$ cat config.mk
export PLATFORM = sky130hd
export DESIGN_NAME = rvfi_mem_serializer
export DESIGN_NICKNAME = d
export VERILOG_FILES = /design/src/rtl/rvfi_mem_serializer.sv
export SDC_FILE = /design/constraint.sdc
export NUM_CORES = 1
export LEC_CHECK = 0
export ABC_AREA = 1
export CORE_MARGIN = 3
export CORE_UTILIZATION = 44
export CTS_CLUSTER_SIZE = 12
export DETAILED_ROUTE_END_ITERATION = 6
export SYNTH_ARGS = -nofsm -noshare
export SYNTH_HDL_FRONTEND = slang
export SYNTH_SLANG_ARGS = --single-unit
$ cat constraint.sdc
create_clock -name clk -period 6 [get_ports clk]
set_clock_uncertainty 0.05 [all_clocks]
set_input_delay 1.5 -clock clk [delete_from_list [all_inputs] [get_ports clk]]
set_output_delay 1.5 -clock clk [all_outputs]
set_load 0.02 [all_outputs]
$ cat src/rtl/rvfi_mem_serializer.sv
// rtl/rvfi_mem_serializer.sv - reorders multi-channel RVFI memory retirements into one in-order stream
//
// Purpose: buffers the memory-relevant RVFI fields of each retired instruction
// in a slot indexed by the low bits of rvfi_order, then emits at most one record
// per cycle in strictly increasing order. Orders outside the accept window
// [expect_ord, expect_ord+DEPTH) mod 256 and duplicate orders are dropped. Each
// of these cases sets a sticky flag.
//
// Optional feature macro: RISCV_FORMAL_SERIALIZE_ASSERT_EN adds immediate
// assertions on the error flags and on fill.
//
// Ports:
//   clk, reset            clock, synchronous active-high reset
//   rvfi_*                NRET-channel RVFI retirement bundle (flattened)
//   out_valid, out_*      registered single-channel record
//   err_window, err_dup   sticky error flags
//   fill                  number of occupied slots

`ifndef RISCV_FORMAL_XLEN
`define RISCV_FORMAL_XLEN 32
`endif
`ifndef RISCV_FORMAL_NRET
`define RISCV_FORMAL_NRET 1
`endif

module rvfi_mem_serializer #(
   parameter int DEPTH = 8,
   parameter int XLEN  = `RISCV_FORMAL_XLEN,
   parameter int NRET  = `RISCV_FORMAL_NRET
) (
   input  logic                    clk,
   input  logic                    reset,
   input  logic [NRET-1:0]         rvfi_valid,
   input  logic [NRET*8-1:0]       rvfi_order,
   input  logic [NRET*32-1:0]      rvfi_insn,
   input  logic [NRET-1:0]         rvfi_trap,
   input  logic [NRET*XLEN-1:0]    rvfi_mem_addr,
   input  logic [NRET*XLEN/8-1:0]  rvfi_mem_rmask,
   input  logic [NRET*XLEN/8-1:0]  rvfi_mem_wmask,
   input  logic [NRET*XLEN-1:0]    rvfi_mem_rdata,
   input  logic [NRET*XLEN-1:0]    rvfi_mem_wdata,
   output logic                    out_valid,
   output logic [7:0]              out_order,
   output logic [31:0]             out_insn,
   output logic                    out_trap,
   output logic [XLEN-1:0]         out_mem_addr,
   output logic [XLEN/8-1:0]       out_mem_rmask,
   output logic [XLEN/8-1:0]       out_mem_wmask,
   output logic [XLEN-1:0]         out_mem_rdata,
   output logic [XLEN-1:0]         out_mem_wdata,
   output logic                    err_window,
   output logic                    err_dup,
   output logic [$clog2(DEPTH):0]  fill
);

   localparam int AW = $clog2(DEPTH);
   localparam int MW = XLEN / 8;
   localparam logic [8:0] DEPTH9 = 9'(DEPTH);

   // next order to emit ("expect" is a reserved word)
   logic [7:0]       expect_ord;
   logic [DEPTH-1:0] occ;
   logic [DEPTH-1:0] occ_next;

   logic [31:0]      p_insn  [DEPTH];
   logic             p_trap  [DEPTH];
   logic [XLEN-1:0]  p_addr  [DEPTH];
   logic [MW-1:0]    p_rmask [DEPTH];
   logic [MW-1:0]    p_wmask [DEPTH];
   logic [XLEN-1:0]  p_rdata [DEPTH];
   logic [XLEN-1:0]  p_wdata [DEPTH];

   logic [AW-1:0]    eslot;
   logic             emit;
   logic [NRET-1:0]  wr_en;
   logic             win_hit;
   logic             dup_hit;

   assign eslot = expect_ord[AW-1:0];
   // decided on start-of-cycle occupancy only: no same-cycle bypass
   assign emit  = occ[eslot];

   // Per-channel accept decision in ascending channel order. A lower channel
   // carrying the same order wins, even if it is itself rejected.
   always_comb begin
      logic [7:0] diff;
      logic       dup_lower;
      wr_en   = '0;
      win_hit = 1'b0;
      dup_hit = 1'b0;
      diff    = '0;
      dup_lower = 1'b0;
      for (int c = 0; c < NRET; c++) begin
         if (rvfi_valid[c]) begin
            diff = rvfi_order[c*8 +: 8] - expect_ord;
            dup_lower = 1'b0;
            for (int j = 0; j < c; j++) begin
               if (rvfi_valid[j] && (rvfi_order[j*8 +: 8] == rvfi_order[c*8 +: 8]))
                  dup_lower = 1'b1;
            end
            if ({1'b0, diff} >= DEPTH9)
               win_hit = 1'b1;
            else if (occ[rvfi_order[c*8 +: AW]] || dup_lower)
               dup_hit = 1'b1;
            else
               wr_en[c] = 1'b1;
         end
      end
   end

   // An in-window write never lands on the emitting slot unless order==expect,
   // and that case is already a duplicate, so clear-then-set is safe.
   always_comb begin
      occ_next = occ;
      if (emit)
         occ_next[eslot] = 1'b0;
      for (int c = 0; c < NRET; c++) begin
         if (wr_en[c])
            occ_next[rvfi_order[c*8 +: AW]] = 1'b1;
      end
   end

   always_comb begin
      fill = '0;
      for (int i = 0; i < DEPTH; i++)
         fill = fill + {{AW{1'b0}}, occ[i]};
   end

   // payload needs no reset: occ gates every read
   always_ff @(posedge clk) begin
      for (int c = 0; c < NRET; c++) begin
         if (wr_en[c]) begin
            p_insn [rvfi_order[c*8 +: AW]] <= rvfi_insn[c*32 +: 32];
            p_trap [rvfi_order[c*8 +: AW]] <= rvfi_trap[c];
            p_addr [rvfi_order[c*8 +: AW]] <= rvfi_mem_addr[c*XLEN +: XLEN];
            p_rmask[rvfi_order[c*8 +: AW]] <= rvfi_mem_rmask[c*MW +: MW];
            p_wmask[rvfi_order[c*8 +: AW]] <= rvfi_mem_wmask[c*MW +: MW];
            p_rdata[rvfi_order[c*8 +: AW]] <= rvfi_mem_rdata[c*XLEN +: XLEN];
            p_wdata[rvfi_order[c*8 +: AW]] <= rvfi_mem_wdata[c*XLEN +: XLEN];
         end
      end
   end

   always_ff @(posedge clk) begin
      if (reset) begin
         expect_ord    <= '0;
         occ           <= '0;
         out_valid     <= 1'b0;
         out_order     <= '0;
         out_insn      <= '0;
         out_trap      <= 1'b0;
         out_mem_addr  <= '0;
         out_mem_rmask <= '0;
         out_mem_wmask <= '0;
         out_mem_rdata <= '0;
         out_mem_wdata <= '0;
         err_window    <= 1'b0;
         err_dup       <= 1'b0;
      end else begin
         occ       <= occ_next;
         out_valid <= emit;
         if (emit) begin
            out_order     <= expect_ord;
            out_insn      <= p_insn[eslot];
            out_trap      <= p_trap[eslot];
            out_mem_addr  <= p_addr[eslot];
            out_mem_rmask <= p_rmask[eslot];
            out_mem_wmask <= p_wmask[eslot];
            out_mem_rdata <= p_rdata[eslot];
            out_mem_wdata <= p_wdata[eslot];
            expect_ord    <= expect_ord + 8'd1;
         end
         if (win_hit)
            err_window <= 1'b1;
         if (dup_hit)
            err_dup <= 1'b1;
`ifdef RISCV_FORMAL_SERIALIZE_ASSERT_EN
         assert (!err_window && !err_dup);
         assert ({{(31-AW){1'b0}}, fill} <= DEPTH);
`endif
      end
   end

endmodule

=== After elaboration in Yosys (flattened, before gate mapping) ===
Memories as Yosys holds them, arrays and structs flattened. A register that Yosys moved wholly into a read port is not among the register bits.
Cells that the tools add are included.

* Add/subtract/negate cells: 9
* Magnitude comparators: 5
* Multiplexer cells: 20
* Bitwise operators: 3
* Reduce and logical (&&, ||, !) cells: 2

{| class="wikitable"
|+ Operator list
! operator !! count
|-
| $add A4 B1 Y4 || 4
|-
| $mux W8 || 2
|-
| $mux W1 || 14
|-
| $add A8 B1 Y8 const B || 1
|-
| $and A8 B8 Y8 || 1
|-
| $ge A8 B4 Y1 const B || 1
|-
| $lt A3 B4 Y1 const B || 2
|-
| $not A8 Y8 || 1
|-
| $or A8 B8 Y8 || 1
|-
| $sub A8 B8 Y8 || 1
|-
| $bmux W1 S3 || 2
|-
| $demux W1 S3 || 2
|-
| $ge A3 B1 Y1 const B || 2
|-
| $add A3 B1 Y4 || 1
|-
| $add A2 B1 Y3 || 1
|-
| $add A1 B1 Y2 || 1
|-
| $logic_and A1 B1 Y1 || 2
|}

* Register bits after elaboration: 27
* Memory bits (writable): 1096
* Bits of input ports: 148
* Output and inout port bits: 152
* Word-level logic and storage cells: 52
* Memories: 7

{| class="wikitable"
|+ Memory list
! name !! depth !! width !! read ports !! clocked after memory_dff !! wr ports !! line !! source
|-
| p_addr || 8 || 32 || 1 || 1 || 1 || 67 || <nowiki>logic [XLEN-1:0] p_addr [DEPTH];</nowiki>
|-
| p_insn || 8 || 32 || 1 || 1 || 1 || 65 || <nowiki>logic [31:0] p_insn [DEPTH];</nowiki>
|-
| p_rdata || 8 || 32 || 1 || 1 || 1 || 70 || <nowiki>logic [XLEN-1:0] p_rdata [DEPTH];</nowiki>
|-
| p_wdata || 8 || 32 || 1 || 1 || 1 || 71 || <nowiki>logic [XLEN-1:0] p_wdata [DEPTH];</nowiki>
|-
| p_rmask || 8 || 4 || 1 || 1 || 1 || 68 || <nowiki>logic [MW-1:0] p_rmask [DEPTH];</nowiki>
|-
| p_wmask || 8 || 4 || 1 || 1 || 1 || 69 || <nowiki>logic [MW-1:0] p_wmask [DEPTH];</nowiki>
|-
| 1 more memories || - || - || - || - || - || - ||
|}

=== Logic depth before layout (Yosys ltp) ===
Gate-level depths: netlist (run 1).

* Depth in word-level cells: 9
* Gate-level depth with buffers: 14
* Mapped depth without buffers: 14

=== Worst setup path before layout (run 1) ===
Ideal clock, no wire load.

* Path kind: input-to-reg
* Start point: in rvfi_order[0]
* End point: mem p_addr[0][0] (netlist name) (enable)
* Library setup time: 0.489 ns
* Data arrival time: 5.712 ns
* Data required time: 5.461 ns
* Setup slack: -0.251 ns
* Stages: 11
* Path buffers: 1
* Cell sequence: buf_2 inv_2 ha_1 inv_1 fa_1 nand3_1 nand3_1 xor2_1 nor2_2 nand4_1 inv_1

* Cells in the longest elaborated chain, start to end: 7
* Elaborated cells between the ends (all ways): 9
* Those cells by class: 1 x add/sub; 1 x order compare; 7 x mux

{| class="wikitable"
|+ Ends and longest elaborated chain
! item !! line !! source
|-
| start: declaration || 34 || <nowiki>input logic [NRET*8-1:0] rvfi_order,</nowiki>
|-
| branches (longest 7 deep; another with $sub A8 B8 Y8) || - ||
|-
| end: declaration || 67 ||
|}

Several ways; the timed one is not identified. The select of a mux whose other input is x is not followed.

=== Worst setup path in the final report (run 1) ===
* Start point: reg occ[0]
* End point: out fill[2]

* Cells in the longest elaborated chain, start to end: 7

{| class="wikitable"
|+ Ends and longest elaborated chain
! item !! line !! source
|-
| start: declaration || 62 || <nowiki>logic [DEPTH-1:0] occ;</nowiki>
|-
| start signal: assignment || 160 || <nowiki>occ <= occ_next;</nowiki>
|-
| $add A1 B1 Y2 || 126 || <nowiki>fill = fill + {{AW{1'b0}}, occ[i]};</nowiki>
|-
| $add A2 B1 Y3 || 126 ||
|-
| $add A3 B1 Y4 || 126 ||
|-
| $add A4 B1 Y4 (4 in a row) || 126 ||
|-
| end: declaration || 53 || <nowiki>output logic [$clog2(DEPTH):0] fill</nowiki>
|}

Every way passes these cells.

==> results of run 1 <==
## registers in the layout, summed over array words and instances, names as in the netlist, 32 cells and up
name	flops
out_mem_wdata	32
out_mem_addr	32
p_wdata	256
p_rmask	32
p_rdata	256
p_addr	256
p_wmask	32
p_insn	256
out_insn	32
out_mem_rdata	32
## report_power, final
part | switching, mW | internal, mW
clock | 3.30 | 4.48
combinational | 2.56 | 1.32
sequential | 0.181 | 9.84
## cells by family after synthesis
family	Yosys count	share of synthesized area [%]
adder cells (fa/ha/maj)	16	0.4952
flip-flops	1260	75.39
buffers and inverters	288	3.119
AO/OA/AOI/OAI	872	10.19
AND/OR/NAND/NOR	1345	10.70
XOR/XNOR	6	0.1095
## layout by cell type (no fill, tap or decap), types with 4 or more instances in the layout
| master | n |
|---|---|
| sky130_fd_sc_hd__dfxtp_1 | 163 |
| sky130_fd_sc_hd__inv_1 | 34 |
| sky130_fd_sc_hd__nand3_1 | 8 |
| sky130_fd_sc_hd__diode_2 | 11 |
| sky130_fd_sc_hd__nor3_1 | 9 |
| sky130_fd_sc_hd__inv_2 | 6 |
| sky130_fd_sc_hd__clkbuf_8 | 8 |
| sky130_fd_sc_hd__buf_12 | 24 |
| sky130_fd_sc_hd__nor2_2 | 6 |
| sky130_fd_sc_hd__fa_1 | 5 |
| sky130_fd_sc_hd__nand4_1 | 12 |
| sky130_fd_sc_hd__clkinvlp_4 | 11 |
| sky130_fd_sc_hd__ha_1 | 11 |
| sky130_fd_sc_hd__clkbuf_1 | 54 |
| sky130_fd_sc_hd__clkbuf_16 | 138 |
| sky130_fd_sc_hd__xor2_1 | 4 |
| sky130_fd_sc_hd__clkinv_2 | 14 |
| sky130_fd_sc_hd__nand2_1 | 61 |
| sky130_fd_sc_hd__edfxtp_1 | 1096 |
| sky130_fd_sc_hd__o21ai_1 | 213 |
| sky130_fd_sc_hd__o211ai_1 | 4 |
| sky130_fd_sc_hd__clkdlybuf4s50_1 | 299 |
| sky130_fd_sc_hd__clkinv_8 | 7 |
| sky130_fd_sc_hd__nor2_1 | 1244 |
| sky130_fd_sc_hd__inv_6 | 4 |
| sky130_fd_sc_hd__clkinv_1 | 16 |
| sky130_fd_sc_hd__o21ai_0 | 491 |
| sky130_fd_sc_hd__buf_4 | 23 |
| sky130_fd_sc_hd__a21oi_1 | 26 |
| sky130_fd_sc_hd__o2111ai_1 | 137 |
## final cells by class
cell class              instances  area, um^2  share of cell area [%]
inverters                      54       260.3                  0.4618
diodes                         11       27.53                 0.04885
multi-input cells            2239       10330                   18.34
clock inverters                44       365.4                  0.6483
clock buffers                 200        3766                   6.683
repair buffers                346        3646                   6.470
well taps                    1403        1755                   3.115
flip-flops and latches       1260       36200                   64.23
## per-layer routing
metal	part of all wire (%)	routed length [um]
met4	2.0	2330
met5	0.046	54
met1	43	50540
met3	5.0	5893
met2	50	59300
## through the flow
stage	utilization, %	hold slack, ns	setup slack [ns]	cell area (um^2)
after global placement	48.48	0.4058	0.8121	52200
after detailed placement	48.48	0.4082	0.7732	52200
after floorplan	-	0.3940	0.6222	48040
final	52.35	0.4196	0.3659	56350
after CTS	52.32	0.4170	0.2931	56330
after global routing	52.33	0.4630	0.1515	56340
## worst reg2reg max path, delay by kind of cell, from the launching register on
kind | cells | cell delay, ns
AND/OR/NAND/NOR | 5 | 1.46
buffers and inverters | 2 | 1.44
flip-flops | 1 | 0.46
AO/OA/AOI/OAI | 1 | 0.13
## how the worst max path moves through the flow
stage,startpoint,endpoint,depth (start not counted)
2_1_floorplan,rvfi_order[0],p_addr[0][0]$_DFFE_PP_,11
3_3_place_gp,rvfi_order[0],p_addr[4][10]$_DFFE_PP_,12
3_5_place_dp,rvfi_order[0],p_insn[4][23]$_DFFE_PP_,12
4_1_cts,occ[0]$_SDFF_PP0_,fill[2],10
5_1_grt,occ[0]$_SDFF_PP0_,fill[2],10
6_report,occ[0]$_SDFF_PP0_,fill[2],10
==> run_results.csv, run 1 <==
group,metric,value,unit
critical_path,critical_path.cell_chain,"fa_1, inv_1, fa_1, fa_1, inv_1, ha_1, inv_1, fa_1, xnor2_1, clkdlybuf4s50_1",
cts,clock_tree_from_tritoncts,"yes",
routing,post_drt_via_cell_ratio,5.321,
logic_synthesis,synth_top_cell_area_share,68.55,%
timing,setup-tns-final,0,ns
floorplanning,die_h,336.3,um
hold_path,hold_class,"reg2reg",
logic_synthesis,syn_avg_cell_area,12.68,um^2
cts,h-tree-depth,4,
cts,cts_made_buffers,135,
timing,timing.final.hold_violations,0,
routing,initialDrtViolationCount,2313,
timing,finalMaxSlewViolations,0,
cts,clockRootBuffer,"sky130_fd_sc_hd__clkbuf_16",
logic_synthesis,yosys_register_bits,1260,
timing,fmax,0.1775,GHz
cts,clock_sink_count,1260,
logic_synthesis,netlist_area_pre_place,48010,um^2
critical_path,worst-setup-path-type,"reg2out",
timing,max_slew.worst_pin.slew,1.072,ns
cts,cts_setup_buffers,0,
critical_path,timing.critical_path.max_delay_family,"adder cells",
critical_path,critical_path.endpoint_type,"output pin",
critical_path,critical_path.reg2reg.endpoint,"out_mem_rdata[23]$_SDFFE_PP0P_",
floorplanning,floorplan.core_area,107700,um^2
routing,post-route-drc-count,0,
critical_path,count_of_buffer_and_inverter_cells_on_the_critical_path,4,
logic_synthesis,post_synth_num_cell_types,31,
grt,grt_remaining_overflow,0,
placement,dpl.hpwl,62660,um
timing,max_slew_margin,28.51,%
hold_path,worst_hold_path.endpoint,"err_dup$_SDFFE_PP0P_",
cts,insertion_delay,0.74,ns
grt,grt_use_met3,3.614,%
logic_synthesis,synth_top_area_cell,"sky130_fd_sc_hd__edfxtp_1",
cts,clock_path_buffers,3,
power,maximum_vdd_drop,0.2807,mV
layout,fin_nets,4200,
placement,dp_cells,5302,
grt,groute.usage.overall,20.70,%
grt,grt_antenna_before_repair,15,
hold_path,hold_path_startpoint,"err_dup$_SDFFE_PP0P_",
floorplanning,die_width,336.3,um
layout,layout-area-overhead-vs-synth,17.38,%
timing,layout_worst_path_cycle_share,93.90,%
logic_synthesis,synth.yosys.seq_area_share,75.39,%
timing,setup_viol_count_final,0,
critical_path,crit_required,4.45,ns
layout,final-instance-count-excl-fill,5557,
critical_path,critical_path_arrival,4.08,ns
logic_synthesis,edff_count_synth,1096,
grt,grt_max_degree,209,
grt,grtUsageMet2,35.43,%
timing,grt_setup_unrepaired,"no",
flow_run,max_cap_viols,0,
cts,postCtsResizedCells,0,
logic_synthesis,synth_nets,3951,
hold_path,min_delay_path_depth,2,
routing,drt_wl_total,118100,um
routing,antenna_violating_nets_post_route,0,
logic_synthesis,synth_top_cells_by_area,"sky130_fd_sc_hd__edfxtp_1, sky130_fd_sc_hd__nor2_1, sky130_fd_sc_hd__dfxtp_1",
grt,grt_first_pass_wirelength,178100,um
timing,layout_min_cycle_time,5.634,ns
routing,avgRoutedWirePerCell,21.25,um
grt,use_met1,26.99,%
power,p_per_area,384.9,nW/um^2
routing,dr.pass1.iters,5,
grt,number_of_global_route_vias_before_repair,28942,
logic_synthesis,synth-main-ff-cell,"sky130_fd_sc_hd__edfxtp_1",
logic_synthesis,number_of_warnings_printed_during_yosys_synthesis,0,
layout,filler_cell_count,9068,
logic_synthesis,post-synth-top-count-cell,"sky130_fd_sc_hd__nor2_1",
critical_path,reg2reg_slack,2.38,ns
floorplanning,rows,120,
logic_synthesis,netlist_top_cells_count,"sky130_fd_sc_hd__nor2_1, sky130_fd_sc_hd__edfxtp_1, sky130_fd_sc_hd__o21ai_0",
layout,drive_above_1_share,6.058,%
critical_path,critical_path.slowest_cell,"sky130_fd_sc_hd__clkdlybuf4s50_1",
placement,port_buffers,299,
floorplanning,io-pin-count,300,
floorplanning,die-area,113100,um^2
critical_path,startpoint_type,"flop",
cts,holdBufCountCts,0,
placement,gp_congestion,0.8209,
power,p_total,21.69,mW
routing,via_count,29570,
cts,cts.clk_slew.worst_paths,0.06,ns
critical_path,path_common_cell,"sky130_fd_sc_hd__fa_1",
logic_synthesis,share_of_flip_flops_with_an_asynchronous_set_or_reset_after_synthesis,0,%
grt,grt-busiest-layer,"met2",
critical_path,timing.critical_path.slowest_cell_delay,0.62,ns
critical_path,critical_path_peak_fanout,4,
power,leakagePower,18.56,nW
status,run_status,"completed",
critical_path,worst_r2r_startpoint,"expect_ord[0]$_SDFFE_PP0P_",
logic_synthesis,number_of_instances_in_the_synthesized_netlist,3787,
floorplanning,starting_density_of_the_core,44.60,%
critical_path,ff2ff_path_depth,8,
No activity file was read; power rests on OpenSTA's default activity.
==> inputs of run 2 (changes only) <==
- CORE_ASPECT_RATIO: unset -> 2
- CORE_MARGIN: 3 -> unset
==> run 2 against run 1 <==
  * Largest cell class unchanged
  * Clock power down 9.8%
  * Flip-flop and latch count unchanged
  * Global-route usage is 1.7 points higher
  * Maximum frequency increased by 0.22%
  * Sequential share of layout area rose by 0.74 points
  * Routed wire length is 5.4% higher
  * Via count grew 1.3%
  * Cell area shrank 1.1%
  * Count of clock-buffer cells in the layout grew 14
  * First-iteration DRC count shrank 4.5%
==> run_results.csv, run 2 (same netlist as run 1, synthesis figures left out) <==
group,metric,value,unit
status,run_status,"completed",
routing,post-route-drc-count,0,
routing,dr.pass1.iters,5,
power,p_per_area,376.9,nW/um^2
floorplanning,starting_density_of_the_core,44.35,%
grt,number_of_global_route_vias_before_repair,29932,
placement,post-place-ws,0.8881,ns
placement,gp_congestion,0.8587,
routing,initialDrtViolationCount,2208,
timing,setup_ws,0.3785,ns
grt,groute.usage.overall,22.36,%
grt,grt_antenna_before_repair,25,
cts,clockRootBuffer,"sky130_fd_sc_hd__clkbuf_16",
critical_path,worst_r2r_startpoint,"expect_ord[0]$_SDFFE_PP0P_",
routing,via_count,29956,
hold_path,hold_path_startpoint,"err_dup$_SDFFE_PP0P_",
power,maximum_vdd_drop,0.3245,mV
cts,cts_made_buffers,118,
critical_path,reg2reg_slack,2.28,ns
timing,layout_worst_path_cycle_share,93.69,%
routing,avgRoutedWirePerCell,22.58,um
critical_path,critical_path.reg2reg.endpoint,"p_rdata[6][15]$_DFFE_PP_",
timing,setup_viol_count_final,0,
cts,cts_setup_buffers,0,
cts,postCtsResizedCells,0,
cts,insertion_delay,0.72,ns
hold_path,hold_class,"reg2reg",
routing,antenna_violating_nets_post_route,0,
hold_path,worst_hold_path.endpoint,"err_dup$_SDFFE_PP0P_",
critical_path,critical_path.endpoint_type,"output pin",
power,p_total,21.00,mW
grt,grt_first_pass_wirelength,185200,um
placement,dpl.hpwl,67450,um
critical_path,crit_required,4.45,ns
floorplanning,die_width,235.6,um
cts,cts.clk_slew.worst_paths,0.06,ns
cts,holdBufCountCts,0,
critical_path,critical_path_arrival,4.07,ns
layout,fin_nets,4184,
layout,postLayoutCoreUtil,51.46,%
flow_run,max_cap_viols,0,
hold_path,min_delay_path_depth,2,
critical_path,startpoint_type,"flop",
timing,max_slew_margin,29.10,%
grt,grt_max_degree,161,
timing,timing.final.hold_violations,0,
layout,layout_common_cells,"sky130_fd_sc_hd__nor2_1, sky130_fd_sc_hd__edfxtp_1, sky130_fd_sc_hd__o21ai_0, sky130_fd_sc_hd__clkdlybuf4s50_1, sky130_fd_sc_hd__o21ai_1",
cts,clock_tree_from_tritoncts,"yes",
routing,post_drt_via_cell_ratio,5.433,
timing,hold_slack,0.4143,ns
floorplanning,floorplan.core_area,108300,um^2
floorplanning,rows,171,
placement,port_buffers,299,
layout,layout-area-overhead-vs-synth,16.05,%
timing,max_slew.worst_pin.slew,1.063,ns
critical_path,critical_path_peak_fanout,4,
layout,layout_commonest_cell,"sky130_fd_sc_hd__nor2_1",
timing,fmax,0.1779,GHz
grt,grt_remaining_overflow,0,
timing,layout_min_cycle_time,5.622,ns
layout,drive_above_1_share,5.139,%
timing,grt_setup_unrepaired,"no",
critical_path,ff2ff_path_depth,10,
cts,clock_sink_count,1260,
routing,drt_wl_total,124500,um
power,leakagePower,18.24,nW
timing,setup-tns-final,0,ns
floorplanning,die_h,469.2,um
timing,finalMaxSlewViolations,0,
floorplanning,io-pin-count,300,
floorplanning,die-area,110500,um^2
critical_path,worst-setup-path-type,"reg2out",
cts,h-tree-depth,3,
cts,clock_path_buffers,3,
run 2: cell types whose count changed in the layout (fill, tap and decap cells not counted), moves of 3 or more:
cell                        change
sky130_fd_sc_hd__clkinv_1      -16
sky130_fd_sc_hd__clkbuf_1      +37
sky130_fd_sc_hd__clkbuf_8       -5
sky130_fd_sc_hd__diode_2        -6
sky130_fd_sc_hd__clkinv_2      -13
sky130_fd_sc_hd__buf_4          +3
sky130_fd_sc_hd__clkbuf_16     -18
sky130_fd_sc_hd__clkinv_8       -5
run 2: cell type report:
cell class | count | area [um^2]
antenna | 5 | 12.51
clock buffer | 214 | 3386
clock inverter | 11 | 162.7
fill | 9142 | 52550
inverter | 54 | 260.3
multi-input combinational | 2239 | 10330
sequential | 1260 | 36200
tap | 1384 | 1732
timing repair buffer | 347 | 3628
run 2: how the worst max path moves through the flow:
stage                                  from                        to  slack (ns)  cells past startpoint
after floorplan               rvfi_order[0]    p_addr[0][0]$_DFFE_PP_        0.62                     11
after global placement        rvfi_order[0]  p_rdata[2][23]$_DFFE_PP_        0.92                     12
after detailed placement      rvfi_order[0]  p_rdata[6][15]$_DFFE_PP_        0.89                     12
after CTS                 occ[0]$_SDFF_PP0_                   fill[2]        0.32                     10
after global routing      occ[0]$_SDFF_PP0_                   fill[2]        0.20                     10
final                     occ[0]$_SDFF_PP0_                   fill[2]        0.38                     10
run 2: metrics by stage:
step / instances / area [um^2]
floorplan: 3787 / 48040
global placement: 5284 / 52150
detailed placement: 5284 / 52150
CTS: 5509 / 55700
global route: 5511 / 55710
finish: 5514 / 55710
run 2: worst max-delay path, cell delays in order (launching register included):
cell and delay, ns:
sky130_fd_sc_hd__dfxtp_1 0.35, sky130_fd_sc_hd__fa_1 0.54, sky130_fd_sc_hd__inv_1 0.05, sky130_fd_sc_hd__fa_1 0.52, sky130_fd_sc_hd__fa_1 0.41, sky130_fd_sc_hd__inv_1 0.07, sky130_fd_sc_hd__ha_1 0.16, sky130_fd_sc_hd__inv_1 0.07
sky130_fd_sc_hd__fa_1 0.43, sky130_fd_sc_hd__xnor2_1 0.15, sky130_fd_sc_hd__clkdlybuf4s50_1 0.62
run 2: where the power goes:
part	total (mW)	internal [mW]	switching, mW
clock network	7.02	3.84	3.18
registers	10.1	9.84	0.236
logic	3.91	1.32	2.59
run 2: metal layers:
layer  track usage [%]  routed length [um]  vias up
met3             4.102                6865      213
li1                  -                   -    14025
met4             7.378                3139       28
met5                 0                 176        -
met2             39.28               62920      854
met1             27.80               51410    14836
==> inputs of run 3 (changes only) <==
- GPL_TIMING_DRIVEN: unset -> 0
- HOLD_SLACK_MARGIN: unset -> 0.05
==> run 3 against run 2 <==
  * Largest cell class unchanged
  * Largest power group unchanged
  * Sequential share of layout area is 1.6 points lower
  * Maximum frequency hardly changed
  * Sequential power hardly changed
  * Via count is 5.6% higher
  * Cell area is 2.4% higher
  * Final cell count is 4.0% higher
  * Combinational power is 19% higher
  * Critical endpoint unchanged
  * Global-route usage is 2.8 points higher
==> run_results.csv, run 3 (same netlist as run 1, synthesis figures left out) <==
group,metric,value,unit
status,run_status,"completed",
hold_path,hold_class,"reg2reg",
layout,layout_commonest_cell,"sky130_fd_sc_hd__nor2_1",
grt,groute.usage.overall,25.17,%
critical_path,worst_r2r_startpoint,"expect_ord[0]$_SDFFE_PP0P_",
timing,max_slew.worst_pin.slew,1.392,ns
power,maximum_vdd_drop,0.2441,mV
grt,grt_max_degree,32,
floorplanning,io-pin-count,300,
hold_path,hold_path_startpoint,"err_dup$_SDFFE_PP0P_",
cts,insertion_delay,0.73,ns
cts,cts.clk_slew.worst_paths,0.06,ns
critical_path,crit_required,4.45,ns
hold_path,min_delay_path_depth,2,
critical_path,critical_path.reg2reg.endpoint,"p_rdata[4][31]$_DFFE_PP_",
floorplanning,starting_density_of_the_core,44.35,%
critical_path,critical_path_peak_fanout,4,
timing,grt_setup_unrepaired,"no",
cts,clock_path_buffers,3,
placement,dpl.hpwl,90470,um
routing,dr.pass1.iters,6,
critical_path,worst-setup-path-type,"reg2out",
critical_path,critical_path.cell_chain,"fa_1, inv_1, fa_1, fa_1, inv_1, ha_1, inv_1, fa_1, xnor2_1, clkdlybuf4s50_1",
floorplanning,die_width,235.6,um
critical_path,timing.critical_path.max_delay_family,"adder cells",
critical_path,critical_path.endpoint_type,"output pin",
critical_path,ff2ff_path_depth,12,
cts,clock_tree_from_tritoncts,"yes",
floorplanning,die_h,469.2,um
critical_path,critical_path.slowest_cell,"sky130_fd_sc_hd__clkdlybuf4s50_1",
layout,layout-area-overhead-vs-synth,18.87,%
placement,gp_congestion,0.8334,
routing,initialDrtViolationCount,2621,
flow_run,max_cap_viols,0,
routing,via_count,31643,
critical_path,path_common_cell,"sky130_fd_sc_hd__fa_1",
power,p_total,21.70,mW
layout,filler_cell_count,9220,
cts,cts_setup_buffers,0,
routing,antenna_violating_nets_post_route,0,
timing,layout_min_cycle_time,5.622,ns
cts,h-tree-depth,3,
layout,area_taken_by_multi_input_logic_gates,10320,um^2
critical_path,startpoint_type,"flop",
floorplanning,die-area,110500,um^2
hold_path,worst_hold_path.endpoint,"err_dup$_SDFFE_PP0P_",
cts,holdBufCountCts,0,
timing,layout_worst_path_cycle_share,93.70,%
timing,timing.final.hold_violations,0,
grt,number_of_global_route_vias_before_repair,31517,
grt,grt_remaining_overflow,0,
critical_path,reg2reg_slack,1.89,ns
layout,layout_common_cells,"sky130_fd_sc_hd__nor2_1, sky130_fd_sc_hd__edfxtp_1, sky130_fd_sc_hd__o21ai_0, sky130_fd_sc_hd__clkdlybuf4s50_1, sky130_fd_sc_hd__o21ai_1",
timing,finalMaxSlewViolations,0,
floorplanning,floorplan.core_area,108300,um^2
layout,final-seq-area,36190,um^2
cts,clockRootBuffer,"sky130_fd_sc_hd__clkbuf_16",
critical_path,count_of_buffer_and_inverter_cells_on_the_critical_path,4,
routing,avgRoutedWirePerCell,24.31,um
routing,post-route-drc-count,0,
timing,fmax,0.1779,GHz
power,p_per_area,380.2,nW/um^2
critical_path,timing.critical_path.slowest_cell_delay,0.62,ns
timing,setup_viol_count_final,0,
critical_path,critical_path_arrival,4.07,ns
grt,grt_antenna_before_repair,28,
cts,postCtsResizedCells,0,
timing,max_slew_margin,7.228,%
cts,cts_made_buffers,118,
timing,setup-tns-final,0,ns
floorplanning,rows,171,
layout,fin_nets,4408,
cts,clock_sink_count,1260,
routing,drt_wl_total,139400,um
routing,post_drt_via_cell_ratio,5.518,
grt,grt_first_pass_wirelength,203500,um
power,leakagePower,18.90,nW
layout,drive_above_1_share,7.459,%
placement,port_buffers,297,
run 3: cell types whose count changed in the layout (fill, tap and decap cells not counted), moves of 3 or more:
cell,before,now
sky130_fd_sc_hd__clkbuf_8,3,6
sky130_fd_sc_hd__inv_1,34,38
sky130_fd_sc_hd__buf_6,0,36
sky130_fd_sc_hd__clkbuf_1,91,178
sky130_fd_sc_hd__buf_2,0,74
sky130_fd_sc_hd__buf_4,26,14
sky130_fd_sc_hd__buf_1,0,14
sky130_fd_sc_hd__buf_12,22,39
run 3: power by group:
group / switching (mW) / internal [mW] / total, mW
sequential: 0.203 / 9.83 / 10.0
combinational: 3.12 / 1.55 / 4.67
clock: 3.16 / 3.83 / 6.99
total: 6.49 / 15.2 / 21.7
run 3: area by class of cell:
type	instances	share of cell area, %
clock inverter	9	0.1272
antenna	7	0.03069
multi-input combinational	2239	18.08
timing repair buffer	337	6.625
inverter	54	0.4078
sequential	1260	63.42
buffer	234	2.271
clock buffer	211	6.003
tap	1384	3.034
run 3: worst max-delay path by stage:
stage,startpoint,slack [ns],end,cells after the start
floorplan,rvfi_order[0],0.62,p_addr[0][0]$_DFFE_PP_,11
global placement,rvfi_order[2],-2.43,p_rdata[7][31]$_DFFE_PP_,13
detailed placement,rvfi_order[2],0.45,p_rdata[4][31]$_DFFE_PP_,16
CTS,occ[0]$_SDFF_PP0_,0.32,fill[2],10
global route,occ[0]$_SDFF_PP0_,0.17,fill[2],10
finish,occ[0]$_SDFF_PP0_,0.38,fill[2],10
run 3: metal layers:
layer	vias up	GRT usage [%]	part of all wire (%)
met4	40	9.675	3.4
met5	-	0	0.19
met1	15540	30.37	39
met2	1253	44.17	50
li1	14497	-	-
met3	313	5.205	7.4
run 3: metrics by stage:
stage                     hold slack [ns]  cell area (um^2)  utilization (%)  std cells  setup WS (ns)
after floorplan                    0.3940             48040                -       3787         0.6222
final                              0.3993             57070            52.72       5735         0.3778
after global placement             0.3886             52750            48.72       5468         -2.432
after CTS                          0.4035             57050            52.70       5728         0.3160
after global routing               0.4357             57060            52.70       5730         0.1701
after detailed placement           0.3933             53560            49.47       5508         0.4472
run 3: tightest hold or removal path, stage by stage (launching register included):
cell and delay (ns):
sky130_fd_sc_hd__dfxtp_1 0.31, sky130_fd_sc_hd__inv_1 0.05, sky130_fd_sc_hd__a21oi_1 0.05
